[config.mk]
export PLATFORM = sky130hd
export DESIGN_NAME = apb_uart_tx
export DESIGN_NICKNAME = d
export VERILOG_FILES = /design/src/rtl/apb_uart_tx.sv
export SDC_FILE = /design/constraint.sdc
export NUM_CORES = 1
export LEC_CHECK = 0
export CELL_PAD_IN_SITES_DETAIL_PLACEMENT = 0
export CELL_PAD_IN_SITES_GLOBAL_PLACEMENT = 1
export CORE_AREA = 5 5 107 109
export CTS_CLUSTER_DIAMETER = 50
export CTS_CLUSTER_SIZE = 25
export DETAILED_ROUTE_END_ITERATION = 8
export DIE_AREA = 0 0 112 114
export GPL_ROUTABILITY_DRIVEN = 0
export MAX_ROUTING_LAYER = met4
export PLACE_DENSITY_LB_ADDON = 0.1
export SYNTH_ARGS = -nofsm -noshare
export SYNTH_HDL_FRONTEND = slang
export SYNTH_SLANG_ARGS = --single-unit
export TNS_END_PERCENT = 10
[constraint.sdc]
create_clock -name clk -period 5.6 [get_ports clk]
set_input_delay 1.12 -clock clk [delete_from_list [all_inputs] [get_ports clk]]
set_output_delay 1.12 -clock clk [all_outputs]
set_load 0.01 [all_outputs]
[src/rtl/apb_uart_tx.sv]
// apb_uart_tx: APB slave UART transmitter. Bytes written to DATA queue in a
// small FIFO and are sent on txd as 8N1 frames, LSB first. STATUS reports
// FIFO full/empty/count and whether the shifter is active.
// Ports:
//   clk, reset            - clock; synchronous active-low reset
//   paddr, pwrite, psel,
//   penable, pwdata       - APB requester inputs
//   prdata, pready,
//   pslverr               - APB completer outputs (registered, zero wait states)
//   txd                   - UART serial output, idle high (registered)
//   tx_busy               - frame in flight or FIFO non-empty (registered)
module apb_uart_tx #(
    parameter int unsigned CLK_DIV    = 434,
    parameter int unsigned FIFO_DEPTH = 4,
    parameter logic [31:0] BASE_ADDR  = 32'h8000_0010
) (
    input  logic        clk,
    input  logic        reset,
    input  logic [31:0] paddr,
    input  logic        pwrite,
    input  logic        psel,
    input  logic        penable,
    input  logic [31:0] pwdata,
    output logic [31:0] prdata,
    output logic        pready,
    output logic        pslverr,
    output logic        txd,
    output logic        tx_busy
);
    localparam int unsigned PTR_W  = $clog2(FIFO_DEPTH);
    localparam int unsigned CNT_W  = $clog2(FIFO_DEPTH + 1);
    localparam int unsigned BAUD_W = 16;
    localparam logic [BAUD_W-1:0] BAUD_RELOAD = BAUD_W'(CLK_DIV - 1);
    localparam logic [CNT_W-1:0]  CNT_FULL    = CNT_W'(FIFO_DEPTH);

    typedef enum logic [1:0] {S_IDLE, S_START, S_DATA, S_STOP} state_t;

    state_t              state_q, state_d;
    logic [BAUD_W-1:0]   baud_q, baud_d;
    logic [2:0]          bit_q, bit_d;
    logic [7:0]          shift_q, shift_d;
    logic [7:0]          mem_q [FIFO_DEPTH];
    logic [7:0]          mem_d [FIFO_DEPTH];
    logic [PTR_W-1:0]    wr_ptr_q, wr_ptr_d, rd_ptr_q, rd_ptr_d;
    logic [CNT_W-1:0]    count_q, count_d;
    logic [31:0]         prdata_q, prdata_d;
    logic                pready_q, pready_d;
    logic                pslverr_q, pslverr_d;
    logic                wr_ok_q, wr_ok_d;
    logic                txd_q, txd_d;
    logic                tx_busy_q, tx_busy_d;

    logic                setup, hit, full, empty, active, acc_err, push, pop;
    logic [1:0]          offset;
    logic [31:0]         status_word, rdata;

    // Address low bits and upper write-data byte lanes carry no meaning here.
    logic unused_apb;
    assign unused_apb = ^{paddr[1:0], pwdata[31:8]};

    // Decode of the access presented in the setup cycle.
    always_comb begin
        setup       = psel & ~penable;
        hit         = (paddr[31:4] == BASE_ADDR[31:4]);
        offset      = paddr[3:2];
        full        = (count_q == CNT_FULL);
        empty       = (count_q == '0);
        active      = (state_q != S_IDLE);
        acc_err     = ~hit | offset[1]
                    | (pwrite & (offset == 2'd1))
                    | (pwrite & (offset == 2'd0) & full);
        status_word = {20'd0, 4'(count_q), 5'd0, active, empty, full};
        rdata       = (~acc_err & ~pwrite & (offset == 2'd1)) ? status_word : 32'd0;
    end

    // APB response: everything is decided at the setup edge; the push
    // happens at completion using the full check captured then.
    always_comb begin
        pready_d  = 1'b0;
        pslverr_d = 1'b0;
        prdata_d  = prdata_q;
        wr_ok_d   = wr_ok_q;
        if (setup) begin
            pready_d  = 1'b1;
            pslverr_d = acc_err;
            prdata_d  = rdata;
            wr_ok_d   = ~acc_err & pwrite & (offset == 2'd0);
        end
        push = psel & penable & pready_q & wr_ok_q;
    end

    // TX FSM; txd is driven from the registered state, one cycle behind it.
    always_comb begin
        state_d = state_q;
        baud_d  = baud_q;
        bit_d   = bit_q;
        shift_d = shift_q;
        pop     = 1'b0;
        case (state_q)
            S_IDLE: begin
                if (!empty) begin
                    pop     = 1'b1;
                    shift_d = mem_q[rd_ptr_q];
                    baud_d  = BAUD_RELOAD;
                    state_d = S_START;
                end
            end
            S_START: begin
                if (baud_q == '0) begin
                    baud_d  = BAUD_RELOAD;
                    bit_d   = 3'd0;
                    state_d = S_DATA;
                end else begin
                    baud_d = baud_q - BAUD_W'(1);
                end
            end
            S_DATA: begin
                if (baud_q == '0) begin
                    baud_d  = BAUD_RELOAD;
                    shift_d = shift_q >> 1;
                    bit_d   = bit_q + 3'd1;
                    if (bit_q == 3'd7) begin
                        state_d = S_STOP;
                    end
                end else begin
                    baud_d = baud_q - BAUD_W'(1);
                end
            end
            S_STOP: begin
                if (baud_q == '0) begin
                    // Back-to-back frames: next byte goes straight to START.
                    if (!empty) begin
                        pop     = 1'b1;
                        shift_d = mem_q[rd_ptr_q];
                        baud_d  = BAUD_RELOAD;
                        state_d = S_START;
                    end else begin
                        state_d = S_IDLE;
                    end
                end else begin
                    baud_d = baud_q - BAUD_W'(1);
                end
            end
            default: state_d = S_IDLE;
        endcase

        case (state_q)
            S_START: txd_d = 1'b0;
            S_DATA:  txd_d = shift_q[0];
            default: txd_d = 1'b1;
        endcase
        tx_busy_d = active | ~empty;
    end

    // FIFO pointers, count and storage.
    always_comb begin
        wr_ptr_d = wr_ptr_q;
        rd_ptr_d = rd_ptr_q;
        count_d  = count_q;
        mem_d    = mem_q;
        if (push) begin
            mem_d[wr_ptr_q] = pwdata[7:0];
            wr_ptr_d        = wr_ptr_q + PTR_W'(1);
        end
        if (pop) begin
            rd_ptr_d = rd_ptr_q + PTR_W'(1);
        end
        if (push && !pop) begin
            count_d = count_q + CNT_W'(1);
        end else if (pop && !push) begin
            count_d = count_q - CNT_W'(1);
        end
    end

    always_ff @(posedge clk) begin
        mem_q <= mem_d;
    end

    always_ff @(posedge clk) begin
        if (!reset) begin
            state_q   <= S_IDLE;
            baud_q    <= '0;
            bit_q     <= '0;
            shift_q   <= '0;
            wr_ptr_q  <= '0;
            rd_ptr_q  <= '0;
            count_q   <= '0;
            prdata_q  <= '0;
            pready_q  <= 1'b0;
            pslverr_q <= 1'b0;
            wr_ok_q   <= 1'b0;
            txd_q     <= 1'b1;
            tx_busy_q <= 1'b0;
        end else begin
            state_q   <= state_d;
            baud_q    <= baud_d;
            bit_q     <= bit_d;
            shift_q   <= shift_d;
            wr_ptr_q  <= wr_ptr_d;
            rd_ptr_q  <= rd_ptr_d;
            count_q   <= count_d;
            prdata_q  <= prdata_d;
            pready_q  <= pready_d;
            pslverr_q <= pslverr_d;
            wr_ok_q   <= wr_ok_d;
            txd_q     <= txd_d;
            tx_busy_q <= tx_busy_d;
        end
    end

    assign prdata  = prdata_q;
    assign pready  = pready_q;
    assign pslverr = pslverr_q;
    assign txd     = txd_q;
    assign tx_busy = tx_busy_q;

endmodule

# Word-level counts from Yosys, hierarchy flattened
# Index checks and enable logic that the tools add are counted.
[totals] regBits=105 out_inout_bits=36 latch_bits=0 ram_bits=0 mem_bits_ro=0 n_memories=0 word_cells=110
[classes] eq_ne=12 n_reduce_logical=18 n_mux=32 order_cmp=3 add_sub_neg=6 mul=0 div_mod_pow=0 bitwise_logic=22 shifts=0
[ops] cell="$mux 16" count=3
[ops] cell="$mux 8" count=6
[ops] cell="$pmux 16 s3" count=1
[ops] cell="$bwmux 32" count=1
[ops] cell="$eq 28x28->1 const B" count=1
[ops] cell="$pmux 8 s3" count=1
[ops] cell="$bmux 8 s2" count=1
[ops] cell="$demux 8 s2" count=1
[ops] cell="$logic_not 16->1" count=1
[ops] cell="$sub 16x1->16 const B" count=1
[ops] cell="$mux 3" count=4
[ops] cell="$and 1x1->1" count=11
[ops] cell="$mux 11" count=1
[ops] cell="$mux 2" count=5
[ops] cell="$ne 2x2->1 const B" count=5
[ops] cell="$pmux 2 s4" count=1
[ops] cell="$add 3x1->3 const B" count=2
[ops] cell="$eq 3x3->1 const B" count=2
[ops] cell="$ge 3x3->1 const B" count=2
[ops] cell="$not 2->3" count=2
[ops] cell="$pmux 3 s2" count=1
[ops] cell="$reduce_and 3->1" count=2
[ops] cell="$reduce_bool 2->1" count=3
[ops] cell="$not 1->1" count=5
[ops] cell="16 further kinds" count=30

# Depth between registers and ports, before layout
# Gate-level depths: netlist (run 1).
[depth] word_depth=9 mapped_depth=12 ltp_nobuf=12

# Worst setup path after synthesis (run 1)
# No wires, ideal clock.
[synth_path] kind="register to register" start="register baud_q[0]" end="register count_q[2]" path_stages_with_launch=13 t_arrival_ns=2.830 required_ns=5.524 setup_slack_ns=2.695 setup_ns=0.076 cell_sequence="dfxtp_1 > inv_1 > ha_1 > or4b_4 > nor4_4 > a21oi_1 > or3_1 > ha_1 > inv_1 > fa_1 > xor2_1 > or3_1 > a21boi_0"
[synth_via] elab_chain_cells=6
[synth_rtl] item="from (decl)" line="39" text="logic [BAUD_W-1:0] baud_q, baud_d;"
[synth_rtl] item="from (signal assigned)" line="196" text="baud_q <= baud_d;"
[synth_rtl] item="$logic_not 16->1 (*)" line="130" text="if (baud_q == '0) begin"
[synth_rtl] item="$mux 1 (*)" line="130"
[synth_rtl] item="$pmux 1 s2 (*)" line="99" text="case (state_q)"
[synth_rtl] item="$logic_not 1->1" line="168" text="if (push && !pop) begin"
[synth_rtl] item="$logic_and 1x1->1" line="168"
[synth_rtl] item="$mux 3 / $reduce_bool 2->1 (equally long branches)"
[synth_rtl] item="to (signal assigned)" line="201" text="count_q <= count_d;"
[synth_rtl] item="to (decl)" line="45" text="logic [CNT_W-1:0] count_q, count_d;"
# Mark *: on every way between the ends. The rest lies on a longest branch, timed or not.
# A chain may end at the register's enable or synchronous reset.

# Worst setup path after layout (run 1)
# Ends and elaborated chain as after synthesis.

==> results of run 1 <==
[synth_stat cells (all sizes together), types with 3 or more instances]
cell,n
dfxtp,47
a21boi,5
nand2b,3
nand3,8
o21ai,10
inv,13
nor2b,6
nor3b,5
o211a,8
clkbuf,13
nand2,28
a22o,6
nor4,8
nor4b,3
a21oi,19
or3,4
and3,3
xor2,3
and2,8
or4,7
mux4,8
edfxtp,32
ha,15
mux2i,12
nor3,15
xnor2,4
nor2,20
nand3b,5
buf,31
a211oi,3
[placed cells by master, fill, tap and decap left out, types with 3 or more instances in the layout]
cell type | synthesis | layout
sky130_fd_sc_hd__clkdlybuf4s50_1 | 0 | 52
sky130_fd_sc_hd__dfxtp_1 | 47 | 47
sky130_fd_sc_hd__edfxtp_1 | 32 | 32
sky130_fd_sc_hd__nand2_1 | 28 | 28
sky130_fd_sc_hd__conb_1 | 1 | 26
sky130_fd_sc_hd__nor2_1 | 20 | 20
sky130_fd_sc_hd__a21oi_1 | 19 | 19
sky130_fd_sc_hd__nor3_1 | 15 | 15
sky130_fd_sc_hd__ha_1 | 15 | 15
sky130_fd_sc_hd__inv_1 | 13 | 13
sky130_fd_sc_hd__mux2i_1 | 12 | 12
sky130_fd_sc_hd__o21ai_0 | 10 | 10
sky130_fd_sc_hd__clkbuf_8 | 0 | 9
sky130_fd_sc_hd__and2_1 | 8 | 8
sky130_fd_sc_hd__nand3_1 | 8 | 8
sky130_fd_sc_hd__mux4_2 | 8 | 8
sky130_fd_sc_hd__o211a_1 | 8 | 8
sky130_fd_sc_hd__nor4_1 | 7 | 7
sky130_fd_sc_hd__nor2b_1 | 6 | 6
sky130_fd_sc_hd__a22o_1 | 6 | 6
sky130_fd_sc_hd__or4_1 | 5 | 5
sky130_fd_sc_hd__nand3b_1 | 5 | 5
sky130_fd_sc_hd__nor3b_1 | 5 | 5
sky130_fd_sc_hd__or3_1 | 4 | 4
sky130_fd_sc_hd__xnor2_1 | 4 | 4
sky130_fd_sc_hd__a21boi_0 | 4 | 4
sky130_fd_sc_hd__nand2b_1 | 3 | 3
sky130_fd_sc_hd__nor4b_1 | 3 | 3
sky130_fd_sc_hd__and3_1 | 3 | 3
sky130_fd_sc_hd__xor2_1 | 3 | 3
sky130_fd_sc_hd__inv_6 | 0 | 3
sky130_fd_sc_hd__buf_4 | 26 | 3
[stage by stage]
| stage | total power, mW | hold WS [ns] |
|---|---|---|
| floorplan | 1.64 | 0.427 |
| global placement | 1.86 | 0.452 |
| detailed placement | 1.87 | 0.450 |
| CTS | 2.28 | 0.467 |
| global route | 2.45 | 0.498 |
| finish | 2.25 | 0.457 |
[worst register-to-register path, cell delays in order, from the launching register on]
cell and delay (ns):
sky130_fd_sc_hd__dfxtp_1 0.36, sky130_fd_sc_hd__inv_1 0.09, sky130_fd_sc_hd__ha_1 0.14, sky130_fd_sc_hd__or4b_4 0.49, sky130_fd_sc_hd__nor4_4 0.28, sky130_fd_sc_hd__buf_4 0.27
sky130_fd_sc_hd__a21oi_1 0.09, sky130_fd_sc_hd__or3_1 0.41, sky130_fd_sc_hd__ha_1 0.23, sky130_fd_sc_hd__inv_1 0.07, sky130_fd_sc_hd__fa_1 0.18, sky130_fd_sc_hd__xor2_1 0.08
sky130_fd_sc_hd__or3_1 0.29, sky130_fd_sc_hd__a21boi_0 0.16
[per-layer routing]
metal  up-vias  global-route usage, %  share of wire [%]
li1       1415                      -                  -
met4         0                   4.09               0.98
met5         -                      -                  0
met3         6                   3.02                3.2
met2        41                   22.7                 50
met1      1363                   17.0                 46
[registers in the layout, indices dropped and copies added, names as in the netlist]
signal    cells
prdata        6
rd_ptr_q      2
pready        1
bit_q         3
wr_ok_q       1
pslverr       1
mem_q        32
baud_q       16
tx_busy       1
state_q       2
wr_ptr_q      2
txd           1
shift_q       8
count_q       3
[worst paths after layout]
| check | start | end | slack (ns) | cells past startpoint |
|---|---|---|---|---|
| setup / recovery | baud_q[0]$_SDFF_PN0_ | count_q[2]$_SDFFE_PN0P_ | 2.39 | 13 |
| hold / removal | shift_q[0]$_SDFFE_PN0P_ | txd$_SDFF_PN1_ | 0.46 | 1 |
| setup reg to reg | baud_q[0]$_SDFF_PN0_ | count_q[2]$_SDFFE_PN0P_ | 2.39 | 13 |
| hold reg to reg | shift_q[0]$_SDFFE_PN0P_ | txd$_SDFF_PN1_ | 0.46 | 1 |
[cell families (layout without fill, tap and decap cells)]
family	count (synthesis)	in the layout
compound gates	66	66
other cells	1	26
flops	79	79
mux	20	20
xor+xnor	7	7
fa+ha+maj	16	16
buf+inv	57	84
simple gates	129	129
[cell type report]
type,instances,area [um2],share of cell area (%)
Clock buffer,9,124,2.62
Timing Repair Buffer,55,543,11.5
Tap cell,140,175,3.71
Clock inverter,7,62.6,1.32
Inverter,13,48.8,1.03
Sequential cell,79,1900,40.2
Multi-Input combinational cell,264,1870,39.6
[power by group]
group          internal, mW  leakage (nW)  switching (mW)
logic                 0.469          1.01           0.606
clock network         0.172        0.0984           0.233
registers             0.677         0.671          0.0977
total                  1.32          1.78           0.937
==> implementation parameters, run 1 <==
Parameter                              Value

Clock tree
  H-tree depth ... 3
  Cts-stage hold buffer count ... 0
  CTS tree ... yes
  Clock root buffer ... sky130_fd_sc_hd__clkbuf_8
  Number of gates resized after cts ... 0
  Register clock-pin slew on the reported worst setup and hold paths ... 0.09 ns
  Post-CTS setup buffers ... 0
  Clock Path Buffers ... 2
  TritonCTS Sinks ... ~80
  Total clock buffers created by CTS ... 9
  Source-to-sink clock delay at the later pin of the worst-skew pair ... approximately 0.35 ns

Synth
  Portion of synthesized cell area occupied by the leading cell type ... about a quarter
  Post-Synthesis Mean Instance Area ... 10.7 um2
  Cell count after synthesis ... 375
  Xor/xnor share of the synthesized area ... 1.53%
  FF+latch count, synth ... 79
  Fraction of the yosys area taken by sequential cells ... 47.4%
  Main combinational cell family by area after synthesis ... simple AND/OR/NAND/NOR gates
  Number of different library cells in the post-synthesis netlist ... 53
  Most area-consuming cells after synthesis ... sky130_fd_sc_hd__edfxtp_1, sky130_fd_sc_hd__dfxtp_1, sky130_fd_sc_hd__buf_4
  Mux contribution to synthesized area ... 7.48%
  Largest area contributor in the synthesized netlist ... sky130_fd_sc_hd__edfxtp_1
  Fraction of registers with async set or reset after synthesis ... 0%
  Warnings, synthesis ... 0
  Number of synthesized flops with an enable pin ... 32
  Area fraction in compound gates after synthesis ... between 10% and 20%
  Simple-gate area share of the yosys netlist ... 18.1%
  Adder-cell area share of the yosys netlist ... 5.18%
  Post-synthesis instance area ... 4010 um2
  Main flop type after synthesis ... sky130_fd_sc_hd__dfxtp_1

Die
  Initial core utilization ... 38.2%
  Row count ... 38
  Number of I/O pins ... about 110
  Vertical die dimension ... 114 um
  X dimension of the die ... around 110 um
  Core region area ... around 11000 um2
  Floorplan die area ... 12800 um2

GRT
  Pin count of the biggest net entering global routing ... 36
  Wire length of the first global-routing pass ... approximately 14 mm
  Vias in the first global route ... ~2.8k
  Total routing resource utilization after global routing ... 13.8%
  Initial antenna violation count ... 0
  Remaining global-route overflow ... 0

STA
  Unrepaired setup endpoints after global routing ... false
  Final Setup Violations ... 0
  Clock skew after layout ... ~0.007 ns
  Total negative slack for setup checks ... 0 ns
  Worst Tran Pin Value ... 1.26 ns
  Setup slack after layout ... ~2.4 ns
  Worst rel slew slack ... 15.1%
  Final Hold Viols ... 0
  Max-slew violation count ... 0
  Min cycle time layout ... 3.21 ns
  Max Clock Freq ... 0.311 GHz
  Final cycle utilization of the critical path ... 57.4%

Critical path
  Worst stage delay on the critical path ... 0.49 ns
  Crit path arrival time ... 3.49 ns
  Critical Path Source Type ... flop
  Required time of the critical path ... 5.88 ns
  Type of element capturing the critical path ... flop
  List of cells traversed by the critical path ... inv_1 -> ha_1 -> or4b_4 -> nor4_4 -> buf_4 -> a21oi_1 -> or3_1 -> ha_1 -> inv_1 -> fa_1 -> xor2_1 -> or3_1 -> a21boi_0
  Slowest library cell on the worst path ... sky130_fd_sc_hd__or4b_4
  Bufs and invs on worst path ... 3
  Type of the worst setup path ... reg2reg
  Family with the most delay on the worst path ... simple AND/OR/NAND/NOR gates
  Largest fanout on the critical path ... 17

Placement
  Estimated wirelength of the detail-placed design ... roughly 6 mm
  Cell area reported after detailed placement ... 4540 um2
  Port buffer count ... 52
  Number of cells in the design after placement ... 551
  Pre-CTS setup slack ... ~2.1 ns

Detailed routing
  Routed vias/inst ... 4.98
  Drt wl/cell ... 14.6 um
  Via Count ... 2825
  Drt drc ... 0
  TritonRoute pass-1 iters ... 4
  Antenna Nets Post-Route ... 0
  Initial DRC Count ... between 80 and 90
  Final wirelength ... 8.25 mm

Layout
  Final design utilization ... 45.0%
  Number of fill cells ... 1000
  Net count of the finished layout ... 507
  Antenna diode count ... 0
  Fraction of final layout cells with drive strength greater than 1 ... 7.73%
  Final instance count without filler cells ... ~570
  Area Growth Syn to Fin ... 17.8%
  Final instance area ... about 4700 um2

Run
  Maximum capacitance violations ... 0

Power and ir drop
  Leakage ... between 1.5 and 2 nW
  Peak supply drop ... 238 uV
  Pwr/cell area ... ~480 nW/um2

Hold path
  Worst min path class ... reg2reg

Outcome
  Status ... complete, no violations
No activity file was read; power rests on OpenSTA's default activity.
==> run 2, diff against run 1 <==
--- a/config.mk
+++ b/config.mk
@@ -7,11 +7,11 @@
 export LEC_CHECK = 0
 export CELL_PAD_IN_SITES_DETAIL_PLACEMENT = 0
 export CELL_PAD_IN_SITES_GLOBAL_PLACEMENT = 1
-export CORE_AREA = 5 5 107 109
+export CORE_AREA = 5 5 115 117
 export CTS_CLUSTER_DIAMETER = 50
 export CTS_CLUSTER_SIZE = 25
 export DETAILED_ROUTE_END_ITERATION = 8
-export DIE_AREA = 0 0 112 114
+export DIE_AREA = 0 0 120 122
 export GPL_ROUTABILITY_DRIVEN = 0
 export MAX_ROUTING_LAYER = met4
 export PLACE_DENSITY_LB_ADDON = 0.1
==> constraint.sdc (replaced) <==
create_clock -name clk -period 2.9 [get_ports clk]
set_input_delay 0.58 -clock clk [delete_from_list [all_inputs] [get_ports clk]]
set_output_delay 0.58 -clock clk [all_outputs]
set_load 0.01 [all_outputs]
==> run 2 against run 1 <==
Die area up 15%. Count of clock-buffer cells in the layout up 1. Design area up 6.0%. Sequential cell count unchanged. Worst setup slack worse by 2.3 ns. Final cell count up 5.3%. Clock power rose to 2.7 times the previous value. Combinational power up 120%. Utilization down 4.1 points. Clock skew up 0.0025 ns. Critical path type unchanged. Critical endpoint unchanged. Largest power group unchanged.
==> implementation parameters, run 2 (synthesized netlist as in run 1, its figures left out) <==
Parameter                              Value

Critical path
  Type of the worst setup path ... reg2reg (unchanged)
  FF-to-FF path depth ... 12 (was 13)
  Flop2flop setup slack ... 0.13 ns (was 2.39 ns)
  Capture instance of the worst register-to-register path ... count_q[2]$_SDFFE_PN0P_ (unchanged)
  Critical Path Source Type ... flop (unchanged)
  Worst stage delay on the critical path ... 0.48 ns (was 0.49 ns)
  Required time of the critical path ... 3.17 ns (was 5.88 ns)
  Type of element capturing the critical path ... flop (unchanged)
  Critical Path Sink ... count_q[2]$_SDFFE_PN0P_ (unchanged)
  Cell seen most often among critical-path stages ... sky130_fd_sc_hd__inv_2
  Slowest library cell on the worst path ... sky130_fd_sc_hd__or4b_4 (unchanged)
  Crit path arrival time ... 3.05 ns (was 3.49 ns)
  Critical R2R Launch ... baud_q[0]$_SDFF_PN0_ (unchanged)
  List of cells traversed by the critical path ... inv_2 -> ha_1 -> or4b_4 -> nor4_4 -> a21oi_1 -> or3_4 -> ha_4 -> inv_2 -> fa_2 -> xor2_1 -> or3_1 -> a21boi_1 (was inv_1 -> ha_1 -> or4b_4 -> nor4_4 -> buf_4 -> a21oi_1 -> or3_1 -> ha_1 -> inv_1 -> fa_1 -> xor2_1 -> or3_1 -> a21boi_0)
  Critical path origin ... baud_q[0]$_SDFF_PN0_ (unchanged)
  Largest fanout on the critical path ... 2 (was 17)

Hold path
  Worst min path class ... reg2reg (unchanged)
  Critical hold path startpoint ... bit_q[1]$_SDFFE_PN0P_ (was shift_q[0]$_SDFFE_PN0P_)

Die
  Floorplan die area ... 14600 um2 (was 12800 um2)
  Number of I/O pins ... 105 (unchanged)
  Core region area ... 12300 um2 (was 10500 um2)
  Initial core utilization ... 32.7% (was 38.2%)
  X dimension of the die ... 120 um (was 112 um)
  Vertical die dimension ... 122 um (was 114 um)
  Row count ... 41 (was 38)

Layout
  Commonest cells after routing, fill and taps aside ... sky130_fd_sc_hd__clkdlybuf4s50_1, sky130_fd_sc_hd__dfxtp_1, sky130_fd_sc_hd__edfxtp_1 (unchanged)
  Final instance area ... 5010 um2 (was 4730 um2)
  Largest reg by FF count ... mem_q (unchanged)
  Area Growth Syn to Fin ... 24.9% (was 17.8%)
  Top Registers ... mem_q (32), baud_q (16), shift_q (8) (unchanged)
  Number of fill cells ... 1199 (was 1000)
  Final design utilization ... 40.9% (was 45.0%)
  Flip-flop count of the largest register, all copies and words added ... 32 (unchanged)
  Antenna diode count ... 0 (unchanged)
  Final instance count without filler cells ... 597 (was 567)
  Fraction of final layout cells with drive strength greater than 1 ... 13.4% (was 7.73%)
  Net count of the finished layout ... 527 (was 507)
  Most common library cell in the layout ignoring fill and taps ... sky130_fd_sc_hd__clkdlybuf4s50_1 (unchanged)

GRT
  Total routing resource utilization after global routing ... 13.2% (was 13.8%)
  Vias in the first global route ... 2803 (was 2786)
  Initial antenna violation count ... 0 (unchanged)
  Wire length of the first global-routing pass ... 14.5 mm (was 13.7 mm)
  Remaining global-route overflow ... 0 (unchanged)
  Pin count of the biggest net entering global routing ... 35 (was 36)

Power and ir drop
  Peak supply drop ... 363 uV (was 238 uV)
  Pwr/cell area ... 983 nW/um2 (was 477 nW/um2)
  PnR Total Power ... 4.92 mW (was 2.25 mW)
  Leakage ... 1.92 nW (was 1.78 nW)

Outcome
  Status ... complete, no violations (unchanged)

Detailed routing
  Routed vias/inst ... 4.81 (was 4.98)
  TritonRoute pass-1 iters ... 4 (unchanged)
  Antenna Nets Post-Route ... 0 (unchanged)
  Initial DRC Count ... 131 (was 82)
  Drt drc ... 0 (unchanged)
  Drt wl/cell ... 14.9 um (was 14.6 um)
  Final wirelength ... 8.92 mm (was 8.25 mm)
  Via Count ... 2874 (was 2825)

Clock tree
  Total clock buffers created by CTS ... 9 (unchanged)
  Source-to-sink clock delay at the later pin of the worst-skew pair ... 0.35 ns (about the same)
  CTS tree ... yes (unchanged)
  Clock Path Buffers ... 2 (unchanged)
  Register clock-pin slew on the reported worst setup and hold paths ... 0.07 ns (was 0.09 ns)
  TritonCTS Sinks ... 79 (unchanged)
  H-tree depth ... 3 (unchanged)
  Clock root buffer ... sky130_fd_sc_hd__clkbuf_16 (was sky130_fd_sc_hd__clkbuf_8)

Placement
  Port buffer count ... 52 (unchanged)
  Estimated wirelength of the detail-placed design ... 6.37 mm (was 5.94 mm)
  Number of cells in the design after placement ... 579 (was 551)
  Cell area reported after detailed placement ... 4690 um2 (was 4540 um2)

STA
  Final cycle utilization of the critical path ... 95.7% (was 57.4%)
  Final Setup Violations ... 0 (unchanged)
  Final Hold Viols ... 0 (unchanged)
  Min cycle time layout ... 2.77 ns (was 3.21 ns)
  Worst rel slew slack ... 53.7% (was 15.1%)
  Worst hold-check slack ... 0.468 ns (was 0.457 ns)
  Worst Tran Pin Value ... 0.693 ns (was 1.26 ns)
  Max-slew violation count ... 0 (unchanged)
  Clock skew after layout ... 0.00941 ns (was 0.00690 ns)
  Max Clock Freq ... 0.360 GHz (was 0.311 GHz)
  Unrepaired setup endpoints after global routing ... true (was false)

Run
  Maximum capacitance violations ... 0 (unchanged)
==> run 2: worst max-delay path: cells and delay by family, from the launching register on <==
family,cells,cell delay [ns]
AND/OR/NAND/NOR,4,1.46
flip-flops,1,0.32
XOR/XNOR,1,0.07
buffers and inverters,2,0.10
AO/OA/AOI/OAI,2,0.24
adder cells (fa/ha/maj),3,0.50
==> run 2: worst min path at each step <==
stage | endpoint | slack, ns | depth (start not counted)
2_1_floorplan | txd$_SDFF_PN1_ | 0.43 | 1
3_3_place_gp | bit_q[1]$_SDFFE_PN0P_ | 0.45 | 2
3_5_place_dp | txd$_SDFF_PN1_ | 0.46 | 1
4_1_cts | bit_q[1]$_SDFFE_PN0P_ | 0.48 | 2
5_1_grt | txd$_SDFF_PN1_ | 0.50 | 1
6_report | bit_q[1]$_SDFFE_PN0P_ | 0.47 | 2
==> run 2: layout make-up <==
class	count	area (um2)	share of cell area (%)
clock inverters	6	51.3	1.02
multi-input cells	264	1900	37.9
flip-flops and latches	79	1900	38.0
clock buffers	10	229	4.57
well taps	150	188	3.75
inverters	13	48.8	0.974
repair buffers	75	693	13.8
==> run 2: metal layers <==
layer | vias to the layer above | part of all wire [%] | global-route usage, %
li1 | 1460 | - | -
met1 | 1363 | 46 | 15.9
met2 | 42 | 49 | 21.2
met3 | 9 | 3.2 | 3.71
met4 | 0 | 1.6 | 4.94
met5 | - | 0 | -
==> run 2: timing repair <==
| item | in CTS | in global routing |
|---|---|---|
| resized for setup | 4 | 5 |
| hold buffers | 0 | 0 |
| pin swaps | 3 | 7 |
| endpoints found under the hold margin | 0 | 0 |
| setup buffers | 1 | 1 |
| setup endpoints to repair | 1 | 2 |
==> run 2: stage by stage <==
stage / setup slack [ns] / setup TNS [ns]
after floorplan: 0.0380 / 0
after global placement: 0.0366 / 0
after detailed placement: -0.0104 / -0.0104
after CTS: 0.0250 / 0
after global routing: -0.0320 / -0.0320
final: 0.126 / 0
==> run 2: power by group <==
part	internal [mW]	total [mW]	switching [mW]
logic	1.09	2.38	1.30
registers	1.31	1.46	0.147
clock network	0.594	1.08	0.489
